===== src/rtl/i2s_meter_pkg.sv =====
// Shared types and helpers for the I2S level meter: FSM states, MSB search and the log-scale bar.
package i2s_meter_pkg;

  typedef enum logic [1:0] {WAIT, SKIP, SHIFT, EVAL} state_e;

  // Index of the highest set bit, or -1 when the value is zero.
  function automatic int msb_index(input logic [63:0] v);
    int idx;
    idx = -1;
    for (int i = 0; i < 64; i++)
      if (v[i]) idx = i;
    return idx;
  endfunction

  // bar[k] lights when msb >= w_in-1-(w_bar-k)*db_step; thresholds below bit 0 are always met.
  function automatic logic [63:0] thermometer(input int msb, input int w_in,
                                              input int w_bar, input int db_step);
    logic [63:0] t;
    t = '0;
    for (int k = 0; k < 64; k++)
      if (msb >= 0 && k < w_bar && msb >= w_in - 1 - (w_bar - k) * db_step) t[k] = 1'b1;
    return t;
  endfunction

endpackage


===== src/rtl/i2s_edge_det.sv =====
// Detects bclk rising edges and any lrclk transition observed at those edges.
module i2s_edge_det (
  input  logic clk,
  input  logic rst_n,
  input  logic bclk,
  input  logic lrclk,
  output logic bclk_rise,
  output logic lr_edge,
  output logic lr_level
);

  logic bclk_q;
  logic lr_last_q;

  // NOTE: state registers use non-blocking assignments so every flop samples pre-edge values.
  always_ff @(posedge clk or negedge rst_n) begin
    if (!rst_n) begin
      bclk_q    <= 1'b0;
      lr_last_q <= 1'b0;
    end else begin
      bclk_q <= bclk;
      if (bclk_rise) lr_last_q <= lrclk;
    end
  end

  assign bclk_rise = bclk & ~bclk_q;
  assign lr_edge   = bclk_rise & (lrclk ^ lr_last_q);
  assign lr_level  = lrclk;

endmodule


===== src/rtl/i2s_level_meter.sv =====
// Bit-serial I2S peak meter: captures one channel, tracks |sample| peak per window, drives bar/clip.
module i2s_level_meter
  import i2s_meter_pkg::*;
#(
  parameter int w_in       = 24,
  parameter int w_bar      = 6,
  parameter int db_step    = 3,
  parameter int n_window   = 4800,
  parameter bit channel    = 1'b0,
  parameter bit offset_one = 1'b1
) (
  input  logic             clk,
  input  logic             rst_n,
  input  logic             bclk,
  input  logic             lrclk,
  input  logic             sd,
  output logic [w_in-2:0]  peak,
  output logic [w_bar-1:0] bar,
  output logic             clip,
  output logic             valid
);

  localparam int              BCW     = $clog2(w_in + 1);
  localparam int              WCW     = $clog2(n_window + 1);
  localparam logic [BCW-1:0]  BITS    = BCW'(w_in);
  localparam logic [WCW-1:0]  LAST    = WCW'(n_window - 1);
  localparam logic [w_in-2:0] MAX_ABS = '1;

  logic             bclk_rise, lr_edge, lr_level, word_start;
  state_e           state_q, state_d;
  logic [w_in-1:0]  shift_q, shift_d, neg_s, bit_mask;
  logic [BCW-1:0]   bit_cnt_q, bit_cnt_d;
  logic [WCW-1:0]   win_cnt_q, win_cnt_d;
  logic [w_in-2:0]  run_peak_q, run_peak_d, abs_s, peak_upd, peak_q, peak_d;
  logic             clip_run_q, clip_run_d, clip_upd, clip_q, clip_d, valid_q, valid_d;
  logic [w_bar-1:0] bar_q, bar_d;

  i2s_edge_det u_edge (
    .clk       (clk),
    .rst_n     (rst_n),
    .bclk      (bclk),
    .lrclk     (lrclk),
    .bclk_rise (bclk_rise),
    .lr_edge   (lr_edge),
    .lr_level  (lr_level)
  );

  assign word_start = lr_edge && (lr_level == channel);
  // Bits land MSB first at their final position, so a short word is already left-aligned.
  assign bit_mask   = w_in'(sd) << (BITS - BCW'(1) - bit_cnt_q);

  // The most negative code has no positive twin and saturates to full scale.
  assign neg_s    = ~shift_q + w_in'(1);
  assign abs_s    = !shift_q[w_in-1] ? shift_q[w_in-2:0]
                  : (neg_s[w_in-1] ? MAX_ABS : neg_s[w_in-2:0]);
  assign peak_upd = (abs_s > run_peak_q) ? abs_s : run_peak_q;
  assign clip_upd = clip_run_q | (abs_s == MAX_ABS);

  always_ff @(posedge clk or negedge rst_n) begin
    if (!rst_n) state_q <= WAIT;
    else        state_q <= state_d;
  end

  // NOTE: every combinational output gets a default first, so no path can infer a latch.
  always_comb begin
    state_d = state_q;
    case (state_q)
      WAIT:    if (word_start) state_d = offset_one ? SKIP : SHIFT;
      SKIP:    if (bclk_rise) state_d = SHIFT;
      SHIFT:   if (lr_edge) state_d = EVAL;
      EVAL:    state_d = WAIT;
      default: state_d = WAIT;
    endcase
  end

  always_comb begin
    shift_d    = shift_q;
    bit_cnt_d  = bit_cnt_q;
    win_cnt_d  = win_cnt_q;
    run_peak_d = run_peak_q;
    clip_run_d = clip_run_q;
    peak_d     = peak_q;
    bar_d      = bar_q;
    clip_d     = clip_q;
    valid_d    = 1'b0;
    case (state_q)
      WAIT: if (word_start) begin
        shift_d   = offset_one ? '0 : {sd, {(w_in-1){1'b0}}};
        bit_cnt_d = offset_one ? '0 : BCW'(1);
      end
      SKIP, SHIFT: if (bclk_rise && bit_cnt_q < BITS) begin
        shift_d   = shift_q | bit_mask;
        bit_cnt_d = bit_cnt_q + BCW'(1);
      end
      EVAL: begin
        if (win_cnt_q == LAST) begin
          peak_d     = peak_upd;
          clip_d     = clip_upd;
          bar_d      = w_bar'(thermometer(msb_index(64'(peak_upd)), w_in, w_bar, db_step));
          valid_d    = 1'b1;
          run_peak_d = '0;
          clip_run_d = 1'b0;
          win_cnt_d  = '0;
        end else begin
          run_peak_d = peak_upd;
          clip_run_d = clip_upd;
          win_cnt_d  = win_cnt_q + WCW'(1);
        end
      end
      default: ;
    endcase
  end

  always_ff @(posedge clk or negedge rst_n) begin
    if (!rst_n) begin
      shift_q    <= '0;
      bit_cnt_q  <= '0;
      win_cnt_q  <= '0;
      run_peak_q <= '0;
      clip_run_q <= 1'b0;
      peak_q     <= '0;
      bar_q      <= '0;
      clip_q     <= 1'b0;
      valid_q    <= 1'b0;
    end else begin
      shift_q    <= shift_d;
      bit_cnt_q  <= bit_cnt_d;
      win_cnt_q  <= win_cnt_d;
      run_peak_q <= run_peak_d;
      clip_run_q <= clip_run_d;
      peak_q     <= peak_d;
      bar_q      <= bar_d;
      clip_q     <= clip_d;
      valid_q    <= valid_d;
    end
  end

  assign peak  = peak_q;
  assign bar   = bar_q;
  assign clip  = clip_q;
  assign valid = valid_q;

endmodule

===== config.mk =====
export PLATFORM = sky130hd
export DESIGN_NAME = i2s_level_meter
export DESIGN_NICKNAME = d
export VERILOG_FILES = /design/src/rtl/i2s_meter_pkg.sv /design/src/rtl/i2s_edge_det.sv /design/src/rtl/i2s_level_meter.sv
export SDC_FILE = /design/constraint.sdc
export NUM_CORES = 1
export LEC_CHECK = 0
export ABC_CLOCK_PERIOD_IN_PS = 6500
export CORE_MARGIN = 2
export CORE_UTILIZATION = 53
export DETAILED_ROUTE_END_ITERATION = 7
export HOLD_SLACK_MARGIN = 0.05
export MAX_ROUTING_LAYER = met4
export PLACE_DENSITY = 0.72
export SLEW_MARGIN = 10
export SYNTH_ARGS = -nofsm -noshare
export SYNTH_HDL_FRONTEND = slang
export SYNTH_HIERARCHICAL = 1
export SYNTH_SLANG_ARGS = --single-unit
export TNS_END_PERCENT = 30

===== constraint.sdc =====
create_clock -name clk -period 6.5 [get_ports clk]
set_clock_uncertainty 0.15 [all_clocks]
set_input_delay 1.3 -clock clk [delete_from_list [all_inputs] [get_ports clk]]
set_output_delay 1.3 -clock clk [all_outputs]
set_load 0.01 [all_outputs]

==> flow_summary_export.csv <==
group,metric,value,unit
status,status,"finished, final reports clean",
sta,hold_viol_final,0,
layout,fin_nets,766,
die,rows,39,
die,io_pins,36,
clocking,cts_hold_buffers,0,
setup_path,r2r_cells,16,
clocking,numCtsBuffers,9,
min_path,hold_depth,1,
placement,place_area,6610,sq um
setup_path,start_kind,"register",
global_routing,antenna_found_initial,0,
sta,whs,323,ps
min_path,min-delay-start,"win_cnt_q[4]$_DFFE_PN0P_",
flow_run,drv_cap,0,
sta,relSlewSlack,28.9,%
route,ant_nets,0,
sta,setup_slack,634,ps
route,vias,5401,
setup_path,critPathRequiredTime,6580,ps
synth,synth-edff-count,0,
synth,synth.most_common_cell,"dfrtp_1",
die,die_area,12600,sq um
synth,yosysSeqAreaShare,40.8,%
die,fp.dieW,112,um
clocking,htreeDepth,3,
synth,synthesis.area,6200,sq um
sta,fmax,170,MHz
setup_path,r2r_slack,630,ps
global_routing,grt_start_max_net_pins,55,
synth,synthTopCellsByArea,"dfrtp_1, ha_1, nor2_1, a21oi_1, o21ai_0",
global_routing,grt_pass1_vias,5116,
synth,yosys.area.top_type,"dfrtp_1",
route,via_per_inst,6.16,
setup_path,cp_max_fo,23,
global_routing,overflow,0,
route,drtPass1Iterations,5,
synth,synth_cells,715,
setup_path,timing.rr.end,"bar[0]$_DFFE_PN0P_",
sta,period_share,90.2,%
clocking,cts_setup_buffers,0,
synth,synth_area_per_cell,8.67,sq um
setup_path,critical_path_class,"reg2reg",
synth,yosysWarningCount,6,
synth,synth_top_cell_area_share,40.8,%
min_path,hold_end,"win_cnt_q[4]$_DFFE_PN0P_",
placement,pre_cts_ws,804,ps
die,core,11400,sq um
sta,final-setup-viol-count,0,
die,initial_core_util,54.3,%
clocking,cts_tree,"done",
synth,synth.distinct_cells,80,
clocking,clockRootBuffer,"clkbuf_16",
global_routing,grt_pass1_wl,25.5,mm
sta,setup_tns,0,ps
sta,slew_viol_final,0,
layout,num_antenna_cells,0,
synth,ys_async_sr_fraction,100,%
layout,final_area,6930,sq um
route,wire_per_inst,17.2,um
placement,dpl.hpwl,11.0,mm
clocking,cts.repair.resized,0,
synth,ys_seq_elements,101,
layout,drive_gt1_share,6.27,%
sta,worst_pin_slew,1060,ps
setup_path,reg2reg_from,"shift_q[0]$_DFFE_PN0P_",
setup_path,crit_path_end_kind,"register",
sta,rsz0062_at_grt,"false",
sta,period_minus_slack,5870,ps
route,wl,15.1,mm
min_path,min_path_type,"reg2reg",
clocking,clkSinkCount,101,
clocking,clockBufferDepth,2,
route,drtIter0Drc,279,
synth,syn-num-nets,752,
synth,ys.flop_type,"dfrtp_1",
clocking,clock_latency,360,ps
route,drc,0,
placement,place.gp.congestion,0.951,
setup_path,worstPathArrival,5940,ps
global_routing,grt_usage,25.8,%
clocking,clkTransAtPathRegs,70,ps
die,die_h,112,um
synth,synthTopCellsByCount,"dfrtp_1, nor2_1, a21oi_1",
placement,io_buffers,35,
layout,syn2layout_area_growth,11.8,%
-- layout by cell type, fill, tap and decap left out, types with 9 or more instances in the layout --
cell type	instances
a21oi_1	65
a22o_1	12
a31oi_1	12
clkbuf_16	9
clkdlybuf4s50_1	34
dfrtp_1	101
ha_1	32
inv_1	37
nand2_1	62
nand3_1	19
nand4_1	13
nor2_1	89
nor3_1	24
o21ai_0	48
o22ai_1	14
o31ai_1	9
xnor2_1	12
xor2_1	13
-- metrics by stage --
stage / utilization, % / std cells
floorplan: - / 715
global route: 60.7 / 877
detailed placement: 57.9 / 861
finish: 60.7 / 877
CTS: 60.7 / 877
global placement: 57.9 / 861
-- flip-flops by register name (all words and copies together), names as in the netlist --
register          count
clip_run_q            1
u_edge/lr_last_q      1
shift_q              24
peak                 23
clip                  1
valid                 1
u_edge/bclk_q         1
bit_cnt_q             5
run_peak_q           23
win_cnt_q            13
state_q               2
bar                   6
-- routing by layer --
metal	global-route usage, %	up-vias	share of wire (%)
met2	39.0	166	47
met3	5.13	32	5.7
met5	-	-	0
met1	34.6	2602	45
li1	-	2601	-
met4	9.92	0	2.4
-- how the worst max path moves through the flow --
stage                           start                 end  slack (ps)  cells past startpoint
6_report       shift_q[0]$_DFFE_PN0P_  bar[0]$_DFFE_PN0P_         630                     16
5_1_grt        shift_q[0]$_DFFE_PN0P_  bar[0]$_DFFE_PN0P_          40                     16
4_1_cts        shift_q[0]$_DFFE_PN0P_  bar[0]$_DFFE_PN0P_         740                     16
3_5_place_dp   shift_q[3]$_DFFE_PN0P_  bar[0]$_DFFE_PN0P_         800                     14
3_3_place_gp   shift_q[0]$_DFFE_PN0P_  bar[0]$_DFFE_PN0P_         960                     16
2_1_floorplan  shift_q[2]$_DFFE_PN0P_  bar[2]$_DFFE_PN0P_        1750                     19
-- logic make-up after synthesis --
| group | share of synthesized area (%) |
|---|---|
| buffers and inverters | 4.91 |
| AND/OR/NAND/NOR | 21.2 |
| flip-flops | 40.8 |
| AO/OA/AOI/OAI | 21.2 |
| XOR/XNOR | 3.53 |
| multiplexers | 1.92 |
| adder cells (fa/ha/maj) | 6.46 |
-- layout make-up --
type,instances,area [sq um]
timing repair buffer,41,393
multi-input combinational,539,3370
sequential,101,2530
tap,143,179
clock buffer,11,233
fill,1017,4490
inverter,37,139
clock inverter,5,83.8
-- worst max-delay path, stage by stage, from the launching register on --
cell and delay (ps):
dfrtp_1 450, inv_1 110, ha_1 260, nor3b_1 500
nand2_1 210, o41a_1 450, o21a_1 220, ha_1 310
nand3_1 130, nor4_1 470, o311ai_0 230, nand4_1 270
nand2_1 580, nor3_1 470, o22ai_1 250, nor4_2 490
o22ai_1 150
Power is left out: the tool's default activity adds up to more than one toggle a clock period on the data nets, which glitch-free logic cannot reach.
